===== config.mk =====
export PLATFORM = sky130hd
export DESIGN_NAME = serial_bus_master
export DESIGN_NICKNAME = d
export VERILOG_FILES = /design/src/rtl/serial_bus_master.sv
export SDC_FILE = /design/constraint.sdc
export NUM_CORES = 1
export LEC_CHECK = 0
export ABC_AREA = 1
export BUFFER_PORTS_ARGS = -buffer_cell sky130_fd_sc_hd__buf_2
export CORE_ASPECT_RATIO = 0.7
export CORE_MARGIN = 1.5
export CORE_UTILIZATION = 51
export DETAILED_ROUTE_END_ITERATION = 8
export PLACE_DENSITY = 0.78
export SLEW_MARGIN = 0
export SYNTH_ARGS = -nofsm -noshare
export SYNTH_HDL_FRONTEND = slang
export SYNTH_SLANG_ARGS = --single-unit

===== constraint.sdc =====
create_clock -name clock -period 1.8 [get_ports clock]
set_input_delay 0.18 -clock clock [delete_from_list [all_inputs] [get_ports clock]]
set_output_delay 0.18 -clock clock [all_outputs]
set_load 0.02 [all_outputs]

===== src/rtl/serial_bus_master.sv =====
// serial_bus_master: decodes 'W'/'R' byte frames into single 32-bit native-bus transactions, returns response bytes.
// Optional bus-wait timeout with ERR_BYTE response is enabled by defining SBM_TIMEOUT_EN.
module serial_bus_master #(
  parameter int unsigned TIMEOUT_CYCLES = 1024,
  parameter logic [7:0]  ACK_BYTE       = 8'h4B,
  parameter logic [7:0]  ERR_BYTE       = 8'h45
) (
  input  logic        clock,
  input  logic        reset,
  input  logic        rx_valid,
  input  logic [7:0]  rx_data,
  output logic        tx_valid,
  output logic [7:0]  tx_data,
  input  logic        tx_ready,
  output logic        mem_valid,
  output logic [31:0] mem_addr,
  output logic [31:0] mem_wdata,
  output logic [3:0]  mem_wstrb,
  input  logic        mem_ready,
  input  logic [31:0] mem_rdata,
  output logic        busy
);

  typedef enum logic [2:0] {S_IDLE, S_ADDR, S_DATA, S_BUS, S_RESP} state_e;

  localparam logic [7:0] OP_WR = 8'h57;
  localparam logic [7:0] OP_RD = 8'h52;

  state_e      state_q, state_d;
  logic [1:0]  idx_q, idx_d;
  logic        op_wr_q, op_wr_d;
  logic        err_q, err_d;
  logic [31:0] addr_q, addr_d;
  logic [31:0] wdata_q, wdata_d;
  logic [31:0] rdata_q, rdata_d;
  logic        timeout_hit;
  logic        resp_last;

`ifdef SBM_TIMEOUT_EN
  localparam logic [15:0] WAIT_LAST = 16'(TIMEOUT_CYCLES - 1);

  logic [15:0] wait_q, wait_d;

  // Counter sits at zero outside BUS, so it always starts from zero on BUS entry.
  always_comb begin
    wait_d = wait_q;
    if (state_q != S_BUS) begin
      wait_d = '0;
    end else if (!mem_ready) begin
      wait_d = wait_q + 16'd1;
    end
  end

  always_ff @(posedge clock) begin
    if (reset) begin
      wait_q <= '0;
    end else begin
      wait_q <= wait_d;
    end
  end

  assign timeout_hit = (state_q == S_BUS) && !mem_ready && (wait_q == WAIT_LAST);
`else
  logic unused_timeout_cfg;
  assign unused_timeout_cfg = ^TIMEOUT_CYCLES;
  assign timeout_hit        = 1'b0;
`endif

  always_ff @(posedge clock) begin
    if (reset) begin
      state_q <= S_IDLE;
      idx_q   <= '0;
      op_wr_q <= 1'b0;
      err_q   <= 1'b0;
      addr_q  <= '0;
      wdata_q <= '0;
      rdata_q <= '0;
    end else begin
      state_q <= state_d;
      idx_q   <= idx_d;
      op_wr_q <= op_wr_d;
      err_q   <= err_d;
      addr_q  <= addr_d;
      wdata_q <= wdata_d;
      rdata_q <= rdata_d;
    end
  end

  // Writes and errors answer with one byte; reads with four.
  assign resp_last = op_wr_q || err_q || (idx_q == 2'd3);

  always_comb begin
    state_d = state_q;
    idx_d   = idx_q;
    op_wr_d = op_wr_q;
    err_d   = err_q;
    addr_d  = addr_q;
    wdata_d = wdata_q;
    rdata_d = rdata_q;
    case (state_q)
      S_IDLE: begin
        if (rx_valid && (rx_data == OP_WR || rx_data == OP_RD)) begin
          op_wr_d = (rx_data == OP_WR);
          err_d   = 1'b0;
          idx_d   = '0;
          state_d = S_ADDR;
        end
      end
      S_ADDR: begin
        if (rx_valid) begin
          addr_d = {rx_data, addr_q[31:8]};
          idx_d  = idx_q + 2'd1;
          if (idx_q == 2'd3) begin
            state_d = op_wr_q ? S_DATA : S_BUS;
          end
        end
      end
      S_DATA: begin
        if (rx_valid) begin
          wdata_d = {rx_data, wdata_q[31:8]};
          idx_d   = idx_q + 2'd1;
          if (idx_q == 2'd3) begin
            state_d = S_BUS;
          end
        end
      end
      S_BUS: begin
        // mem_ready takes priority over a timeout landing in the same cycle.
        if (mem_ready) begin
          rdata_d = mem_rdata;
          idx_d   = '0;
          state_d = S_RESP;
        end else if (timeout_hit) begin
          err_d   = 1'b1;
          idx_d   = '0;
          state_d = S_RESP;
        end
      end
      S_RESP: begin
        if (tx_ready) begin
          idx_d = idx_q + 2'd1;
          if (resp_last) begin
            idx_d   = '0;
            state_d = S_IDLE;
          end
        end
      end
      default: state_d = S_IDLE;
    endcase
  end

  always_comb begin
    mem_valid = (state_q == S_BUS);
    tx_valid  = (state_q == S_RESP);
    busy      = (state_q != S_IDLE);
    tx_data   = '0;
    if (state_q == S_RESP) begin
      if (err_q) begin
        tx_data = ERR_BYTE;
      end else if (op_wr_q) begin
        tx_data = ACK_BYTE;
      end else begin
        case (idx_q)
          2'd0:    tx_data = rdata_q[7:0];
          2'd1:    tx_data = rdata_q[15:8];
          2'd2:    tx_data = rdata_q[23:16];
          default: tx_data = rdata_q[31:24];
        endcase
      end
    end
  end

  assign mem_addr  = {addr_q[31:2], 2'b00};
  assign mem_wdata = wdata_q;
  assign mem_wstrb = op_wr_q ? 4'hF : 4'h0;

endmodule


==> results of run 1 <==
-- metrics by stage --
stage          std cells  hold slack [ns]  cell area, sq um  worst slack (ns)  util (%)
2_1_floorplan        552            0.249              4050             0.295         -
3_3_place_gp         740            0.365              4640             0.257      62.0
3_5_place_dp         740            0.367              4640             0.152      62.0
4_1_cts              758          0.00845              5010           -0.0241      66.9
5_1_grt              763          0.00321              5100           -0.0283      68.2
6_report             763           0.0192              5100            0.0319      68.2
-- where the power goes --
part	internal [mW]	leakage [nW]	switching (mW)
combinational	0.663	1.54	1.24
clock	1.10	0.145	0.849
sequential	2.56	0.814	0.261
total	4.32	2.50	2.35
-- timing repair --
action | 4_1_cts | 5_1_grt
resized for setup | 16 | 20
pin swaps | 0 | 3
buffers inserted | 2 | 5
endpoints found under the setup margin | 8 | 7
-- layout make-up --
class,count,area share [%]
clock buffers,10,4.49
flip-flops and latches,100,39.5
repair buffers,135,14.4
clock inverters,6,1.40
inverters,58,4.32
well taps,98,2.40
multi-input cells,356,33.5
-- cell families after synthesis --
logic type	after synthesis	synth area share, %
AND/OR/NAND/NOR	188	18.2
buffers and inverters	96	10.5
AO/OA/AOI/OAI	162	20.5
other	1	0.0927
adder cells (fa/ha/maj)	4	1.24
flip-flops	100	49.5
-- worst register-to-register path: stages (launching register included) --
cell and delay [ns]:
dfxtp_4 0.37, buf_4 0.15, inv_2 0.04, nand3_1 0.11, nor2_2 0.33, inv_2 0.28
nor2_1 0.18, nor2_1 0.06
-- worst paths after layout --
| check | endpoint | slack, ns | from |
|---|---|---|---|
| setup / recovery | tx_data[0] | 0.03 | idx_q[0] |
| hold / removal | op_wr_q | 0.02 | reset |
| setup reg to reg | mem_wdata[18] | 0.18 | state_q[0] |
| hold reg to reg | addr_q[8] | 0.44 | addr_q[8] |
-- flip-flops by register name, summed over array words and instances (netlist names) --
name / count
op_wr_q: 1
idx_q: 2
addr_q: 30
rdata_q: 32
state_q: 3
mem_wdata: 32
-- cells in the final DEF (no fill, tap or decap) --
| master | Yosys | final |
|---|---|---|
| inv_1 | 54 | 49 |
| nand3_1 | 12 | 11 |
| bufinv_16 | 0 | 1 |
| inv_4 | 0 | 1 |
| inv_6 | 0 | 2 |
| a21oi_1 | 51 | 50 |
| buf_4 | 11 | 18 |
| a221oi_2 | 0 | 1 |
| a221oi_1 | 3 | 2 |
| a31oi_1 | 1 | 1 |
| a21boi_0 | 1 | 1 |
| nand3_2 | 1 | 2 |
| buf_2 | 10 | 116 |
| dfxtp_1 | 100 | 96 |
| conb_1 | 1 | 2 |
| o21ai_0 | 96 | 92 |
| a21oi_2 | 0 | 1 |
| nor2_1 | 132 | 130 |
| o21ai_2 | 1 | 1 |
| nor3_1 | 1 | 1 |
| inv_2 | 4 | 8 |
| buf_12 | 0 | 1 |
| nand2_1 | 39 | 39 |
| dfxtp_4 | 0 | 3 |
| clkbuf_16 | 0 | 9 |
| nand2_4 | 0 | 1 |
| o21ai_1 | 9 | 13 |
| inv_8 | 0 | 1 |
| clkinvlp_4 | 0 | 1 |
| nor2_4 | 0 | 2 |
| dfxtp_2 | 0 | 1 |
| ha_4 | 0 | 4 |
| clkbuf_1 | 15 | 1 |
| clkinv_2 | 0 | 1 |
| nor2_2 | 2 | 2 |
-- layer usage --
layer / vias to the layer above / global-route usage [%] / routed length (microns)
met3: 23 / 9.92 / 811
met4: 0 / 8.57 / 194
met2: 133 / 38.0 / 4600
li1: 1979 / - / -
met5: - / 0 / 0
met1: 1673 / 33.4 / 4820
==> impl_metrics.toml, run 1 <==
[run_status]
status = "completed"

[floorplan]
start_util_pct = 54.0
core_area_sq_um = 7480
core.rowCount = 26
fp.dieArea_sq_um = 8480
ios = 124
floorplan.die.width_microns = 109
die-height_microns = 77.5

[drt]
drc = 0
num_vias = 3808
firstDrtPassIters = 4
ant_nets = 0
drt-total-wl_microns = 10400
wire_per_inst_microns = 13.7
vias_per_cell = 4.99
drt_iter0_drc = 242

[yosys]
ys_seq_elements = 100
synth_common_cells = "132 x nor2_1, 100 x dfxtp_1, 96 x o21ai_0"
synth_area_sq_um = 4040
synthFlopType = "dfxtp_1"
synth_top_cell_area_share_pct = 49.5
synth.avg_cell_area_sq_um = 7.34
synth_cell_types = 24
yosys_warnings = 0
yosysSeqAreaShare_pct = 49.5
netlist_instances = 551
ys_async_sr_fraction_pct = 0
yosysMostFrequentCell = "nor2_1"
ys_top_cells_by_area = "dfxtp_1 50%, nor2_1 12%, o21ai_0 12%"
synth_edf_count = 0
synth_area_leader_cell = "dfxtp_1"

[sta]
rsz0062_at_grt = "true"
worst_pin_slew_ns = 0.591
setup_violations = 0
post-route-period-util_pct = 98.2
setup_tns_ns = 0
hold_viol = 0
fin_crit_ns = 1.77
max_slew_margin_pct = 60.6
fmax_mhz = 566
fin_worst_skew_ns = 0.00422
report.final.slew_viol_count = 0

[clocking]
hold_buffers = 0
clockRootBuffer = "clkbuf_16"
cts_buffers = 9
cts_tree = "done"
cts.sinks = 100
htree_levels = 3
cts.clk_slew.worst_paths_ns = 0.07
clk_latency_ns = 0.34
cts_buffer_depth = 2

[hold_path]
hold_depth = 2
hold_path_class = "in2reg"

[power_and_ir_drop]
power_density_nw_per_um2 = 1310
vdd_drop_max_mv = 0.793
total_power_mw = 6.67
p_leak_nw = 2.50

[layout]
area_delta_synth_final_pct = 26.1
diodes = 0
seq_area_sq_um = 2010
layout.nets = 709
drive_gt1_share_pct = 26.6
filler_cell_count = 662
multi_input_area_sq_um = 1710

[critical_path]
slowest_stage = "dfxtp_4"
critPathTopFamily = "flip-flops"
cp.arrival_ns = 1.59
endpoint_kind = "output pin"
cp_num_buf_inv = 2
crit_cells = 7
crit_chain = "buf_4 > ha_4 > nand2_1 > nand3_1 > nand2_1 > a21oi_2 > buf_4"
startpoint_type = "flip-flop"
slowest_delay_ns = 0.38
cp_max_fo = 8
reg2regPathDepth = 7
critPathRequiredTime_ns = 1.62
worstSetupPathType = "reg2out"

[grt]
grt_usage_pct = 25.4
antenna_found_initial = 0
grt_max_degree = 50
grt_pass1_vias = 3579
grt_pass1_wl_microns = 16900
grt-ovfl-total = 0

[placed_design]
numPortBuffers = 121
gp_congestion = 0.918
place_hpwl_microns = 7250

[run]
drv_cap = 0
No activity file was read; power rests on OpenSTA's default activity.
==> run 2, diff against run 1 <==
--- a/config.mk
+++ b/config.mk
@@ -9,9 +9,9 @@
 export BUFFER_PORTS_ARGS = -buffer_cell sky130_fd_sc_hd__buf_2
 export CORE_ASPECT_RATIO = 0.7
 export CORE_MARGIN = 1.5
-export CORE_UTILIZATION = 51
+export CORE_UTILIZATION = 55
 export DETAILED_ROUTE_END_ITERATION = 8
-export PLACE_DENSITY = 0.78
+export PLACE_DENSITY = 0.84
 export SLEW_MARGIN = 0
 export SYNTH_ARGS = -nofsm -noshare
 export SYNTH_HDL_FRONTEND = slang
==> constraint.sdc (replaced) <==
create_clock -name clock -period 2.1 [get_ports clock]
set_input_delay 0.21 -clock clock [delete_from_list [all_inputs] [get_ports clock]]
set_output_delay 0.21 -clock clock [all_outputs]
set_load 0.02 [all_outputs]
==> run 2 against run 1 <==
Sequential power shrank 15%. Non-clock buffer count fell by 6. Die area fell by 7.0%. Combinational power down 21%. Critical path depth down 1. Clock power fell by 32%. Sequential cell count unchanged. Cell area down 4.3%. Sequential share of layout area grew 1.5 points. Total power is 22% lower. Register-to-register slack improved by 0.27 ns. Count of clock-buffer cells in the layout unchanged.
==> impl_metrics.toml, run 2 (synthesis results as in run 1) <==
[run_status]
status = "completed"

[drt]
drc = 0
num_vias = 3898
firstDrtPassIters = 5
vias_per_cell = 5.18
wire_per_inst_microns = 13.8
drt-total-wl_microns = 10400
drt_iter0_drc = 213
ant_nets = 0

[clocking]
cts.clk_slew.worst_paths_ns = 0.10
clockRootBuffer = "clkbuf_8"
htree_levels = 3
cts_tree = "done"
clk_latency_ns = 0.38
cts_buffer_depth = 2
hold_buffers = 0
cts.sinks = 100
cts_buffers = 9

[critical_path]
reg2reg_from = "state_q[0]"
startpoint = "idx_q[0]"
cp.arrival_ns = 1.80
worstSetupPathType = "reg2out"
crit_chain = "ha_1 > inv_2 > o21ai_0 > a221oi_1 > nor2_1 > buf_2"
cp_max_fo = 10
critPathRequiredTime_ns = 1.89
r2r_end = "addr_q[14]"
endpoint_kind = "output pin"
slowest_stage = "dfxtp_1"
rrSetupSlack_ns = 0.45
slowest_delay_ns = 0.34
reg2regPathDepth = 4
startpoint_type = "flip-flop"

[sta]
rsz0062_at_grt = "false"
fin_worst_skew_ns = 0.0109
post-route-period-util_pct = 95.6
report.final.slew_viol_count = 0
setup_tns_ns = 0
max_slew_margin_pct = 61.2
fmax_mhz = 498
setup_violations = 0
worst_pin_slew_ns = 0.582
fin_crit_ns = 2.01
hold_viol = 0

[grt]
grt_max_degree = 44
antenna_found_initial = 0
grt_pass1_vias = 3442
grt-ovfl-total = 0
grt_usage_pct = 26.8
grt_pass1_wl_microns = 16400

[hold_path]
hold_depth = 2
hold_path_class = "in2reg"
holdPathEnd = "op_wr_q"
min-delay-start = "reset"

[placed_design]
dp_cells = 735
place_hpwl_microns = 7400
gp_congestion = 0.898
numPortBuffers = 121

[floorplan]
floorplan.die.width_microns = 105
core_area_sq_um = 6940
core.rowCount = 25
fp.dieArea_sq_um = 7880
die-height_microns = 74.7
ios = 124
start_util_pct = 58.2

[power_and_ir_drop]
power_density_nw_per_um2 = 1070
vdd_drop_max_mv = 0.705
p_leak_nw = 2.42

[layout]
area_delta_synth_final_pct = 20.7
diodes = 0
final_cell_mix = "130 x nor2_1, 121 x buf_2, 100 x dfxtp_1, 96 x o21ai_0, 52 x inv_1"
fin_cells = 753
layout.nets = 703
final_common_cell = "nor2_1"
drive_gt1_share_pct = 24.6

[run]
drv_cap = 0
run 2: how the worst max path moves through the flow:
| stage | end | cells past startpoint |
|---|---|---|
| floorplan | tx_data[5] | 6 |
| global placement | tx_data[0] | 7 |
| detailed placement | tx_data[4] | 6 |
| CTS | tx_data[4] | 7 |
| global route | tx_data[4] | 6 |
| finish | tx_data[4] | 6 |
run 2: cell type report:
cell class,count,area [sq um]
well taps,94,118
multi-input cells,356,1640
repair buffers,129,691
fillers,625,2060
flip-flops and latches,100,2000
clock buffers,10,138
clock inverters,6,76.3
inverters,58,218
run 2: per-stage QoR:
| step | util (%) | hold WS [ns] | setup slack, ns | cell area, sq um | total power, mW |
|---|---|---|---|---|---|
| 3_5_place_dp | 66.8 | 0.410 | 0.390 | 4640 | 3.90 |
| 6_report | 70.3 | 0.0185 | 0.0922 | 4880 | 5.20 |
| 4_1_cts | 69.9 | 0.00254 | 0.0435 | 4860 | 5.20 |
| 5_1_grt | 70.3 | 0.0112 | 0.00647 | 4880 | 5.49 |
| 3_3_place_gp | 66.8 | 0.406 | 0.512 | 4640 | 3.85 |
| 2_1_floorplan | - | 0.279 | 0.565 | 4050 | 3.42 |
run 2: layer usage:
| layer | vias to the layer above | wire length, microns | GRT usage (%) |
|---|---|---|---|
| met4 | 0 | 121 | 8.68 |
| met1 | 1810 | 4890 | 35.8 |
| met2 | 117 | 4760 | 42.8 |
| met5 | - | 0 | 0 |
| met3 | 12 | 646 | 7.53 |
| li1 | 1959 | - | - |
run 2: repair_timing:
action,4_1_cts,5_1_grt
setup buffers,0,2
gates resized for setup,2,4
endpoints found under the hold margin,0,0
setup endpoints to repair,2,5
run 2: worst max-delay path: cells and delay by family, from the launching register on:
| kind | cells | cell delay [ns] |
|---|---|---|
| buf+inv | 2 | 0.32 |
| fa+ha+maj | 1 | 0.31 |
| flops | 1 | 0.34 |
| compound gates | 2 | 0.37 |
| simple gates | 1 | 0.07 |
run 2: power by group:
group | internal, mW | total (mW) | switching [mW]
registers | 2.18 | 2.39 | 0.216
logic | 0.496 | 1.50 | 1.01
clock network | 0.604 | 1.31 | 0.705
total | 3.28 | 5.20 | 1.93
==> run 3, diff against run 2 <==
--- a/config.mk
+++ b/config.mk
@@ -8,8 +8,8 @@
 export ABC_AREA = 1
 export BUFFER_PORTS_ARGS = -buffer_cell sky130_fd_sc_hd__buf_2
 export CORE_ASPECT_RATIO = 0.7
-export CORE_MARGIN = 1.5
 export CORE_UTILIZATION = 55
+export CTS_CLUSTER_SIZE = 20
 export DETAILED_ROUTE_END_ITERATION = 8
 export PLACE_DENSITY = 0.84
 export SLEW_MARGIN = 0
==> run 3 against run 2 <==
Maximum frequency is 0.11% higher. Utilization hardly changed. Count of clock-buffer cells in the layout stayed put. First-iteration DRC count is 23% lower. Via count is 1.5% lower. Clock power is 11% lower. Non-clock buffer count is 1 lower. Setup slack better by 0.0022 ns. Sequential share of layout area is 0.18 points higher. Largest power group unchanged. Die area is 2.3% lower. Routed wire length is 2.0% lower. Critical path type unchanged. Final cell count is 0.13% lower.
==> impl_metrics.toml, run 3 (synthesis results as in run 1) <==
[run_status]
status = "completed"

[drt]
num_vias = 3840
drt_iter0_drc = 165
m1WireLength_microns = 4860
firstDrtPassIters = 5
drt-total-wl_microns = 10200
ant_nets = 0
vias_per_cell = 5.11
dr_wl_met2_microns = 4400
met3_length_microns = 805
drc = 0
wire_per_inst_microns = 13.6
top_layer = "met4"

[sta]
report.final.slew_viol_count = 0
fin_crit_ns = 2.01
fin_worst_skew_ns = 0.0137
setup_violations = 0
max_slew_margin_pct = 61.7
post-route-period-util_pct = 95.5
hold_viol = 0
setup_ws_ns = 0.0945
setup_tns_ns = 0
worst_pin_slew_ns = 0.574
fmax_mhz = 499
rsz0062_at_grt = "false"

[floorplan]
floorplan.die.width_microns = 104
ios = 124
die-height_microns = 73.7
core.rowCount = 25
core_area_sq_um = 6910
start_util_pct = 58.5
fp.dieArea_sq_um = 7700

[layout]
diodes = 0
final_cell_mix = "131 x nor2_1, 121 x buf_2, 100 x dfxtp_1, 96 x o21ai_0, 52 x inv_1"
drive_gt1_share_pct = 24.5
multi_input_area_sq_um = 1650
filler_cell_count = 628
area_delta_synth_final_pct = 20.2
final_common_cell = "nor2_1"
layout.nets = 702
seq_area_sq_um = 2000

[placed_design]
place_hpwl_microns = 7190
gp_congestion = 0.877
dp_slack_ns = 0.311
numPortBuffers = 121

[critical_path]
critPathRequiredTime_ns = 1.89
endpoint_kind = "output pin"
cp.arrival_ns = 1.80
startpoint_type = "flip-flop"
worstSetupPathType = "reg2out"
reg2regPathDepth = 5
cp_max_fo = 6

[grt]
grt_pass1_vias = 3467
grt_max_degree = 38
antenna_found_initial = 0
grt_pass1_wl_microns = 16300
grt_usage_pct = 27.1
grt-ovfl-total = 0

[clocking]
clk_latency_ns = 0.38
cts.sinks = 100
cts_buffers = 9
cts_buffer_depth = 2
cts_setup_buffers = 0
htree_levels = 3
cts_tree = "done"
clockRootBuffer = "clkbuf_8"
cts.clk_slew.worst_paths_ns = 0.10

[power_and_ir_drop]
vdd_drop_max_mv = 0.628
p_leak_nw = 2.41
power_density_nw_per_um2 = 1040

[run]
drv_cap = 0

[hold_path]
hold_depth = 3
hold_path_class = "in2reg"
[run 3: cell types whose count changed in the layout (fill, tap and decap cells not counted), sizes merged]
cell	change
bufinv	-1
clkinvlp	+1
inv	-1
buf	-2
clkinv	+1
dlygate4sd3	+1
[run 3: power by group]
group          internal (mW)  switching (mW)
logic                  0.491            1.00
clock network          0.473           0.686
registers               2.18           0.213
total                   3.14            1.90
[run 3: what timing repair did]
action                                  4_1_cts  5_1_grt
endpoints found under the setup margin        2        5
pin swaps                                     0        0
endpoints found under the hold margin         1        0
hold buffers                                  1        0
resized for setup                             1        8
[run 3: layout make-up]
class | count | area share (%)
Sequential cell | 100 | 41.2
Multi-Input combinational cell | 356 | 34.0
Timing Repair Buffer | 128 | 14.1
Inverter | 58 | 4.53
Clock buffer | 10 | 2.83
Tap cell | 94 | 2.42
Clock inverter | 6 | 0.952
[run 3: metrics by stage]
step	utilization [%]	instance area (sq um)	hold slack, ns	total power [mW]	std cells
finish	70.3	4860	0.0605	5.04	752
floorplan	-	4050	0.279	3.42	552
detailed placement	67.1	4640	0.399	3.88	735
global placement	67.1	4640	0.399	3.83	735
CTS	69.9	4830	0.0454	5.02	752
global route	70.3	4860	0.0461	5.33	752
[run 3: critical path, cell delays in order, from the launching register on]
cell and delay, ns:
dfxtp_1 0.38, inv_1 0.11, ha_2 0.24, inv_1 0.10, o21ai_0 0.10, a221oi_1 0.26
nor2_1 0.07, buf_2 0.16
[run 3: worst paths after layout]
check	startpoint	endpoint	slack (ns)
worst min register to register	addr_q[7]	addr_q[7]	0.44
worst max-delay path	idx_q[0]	tx_data[2]	0.09
worst min-delay path	mem_rdata[17]	rdata_q[17]	0.06
worst max register to register	state_q[0]	rdata_q[20]	0.26
[run 3: metal layers]
layer	up-vias	global-route usage [%]
met5	-	0
met4	0	7.94
met3	15	10.0
met2	137	41.3
met1	1737	36.2
li1	1951	-
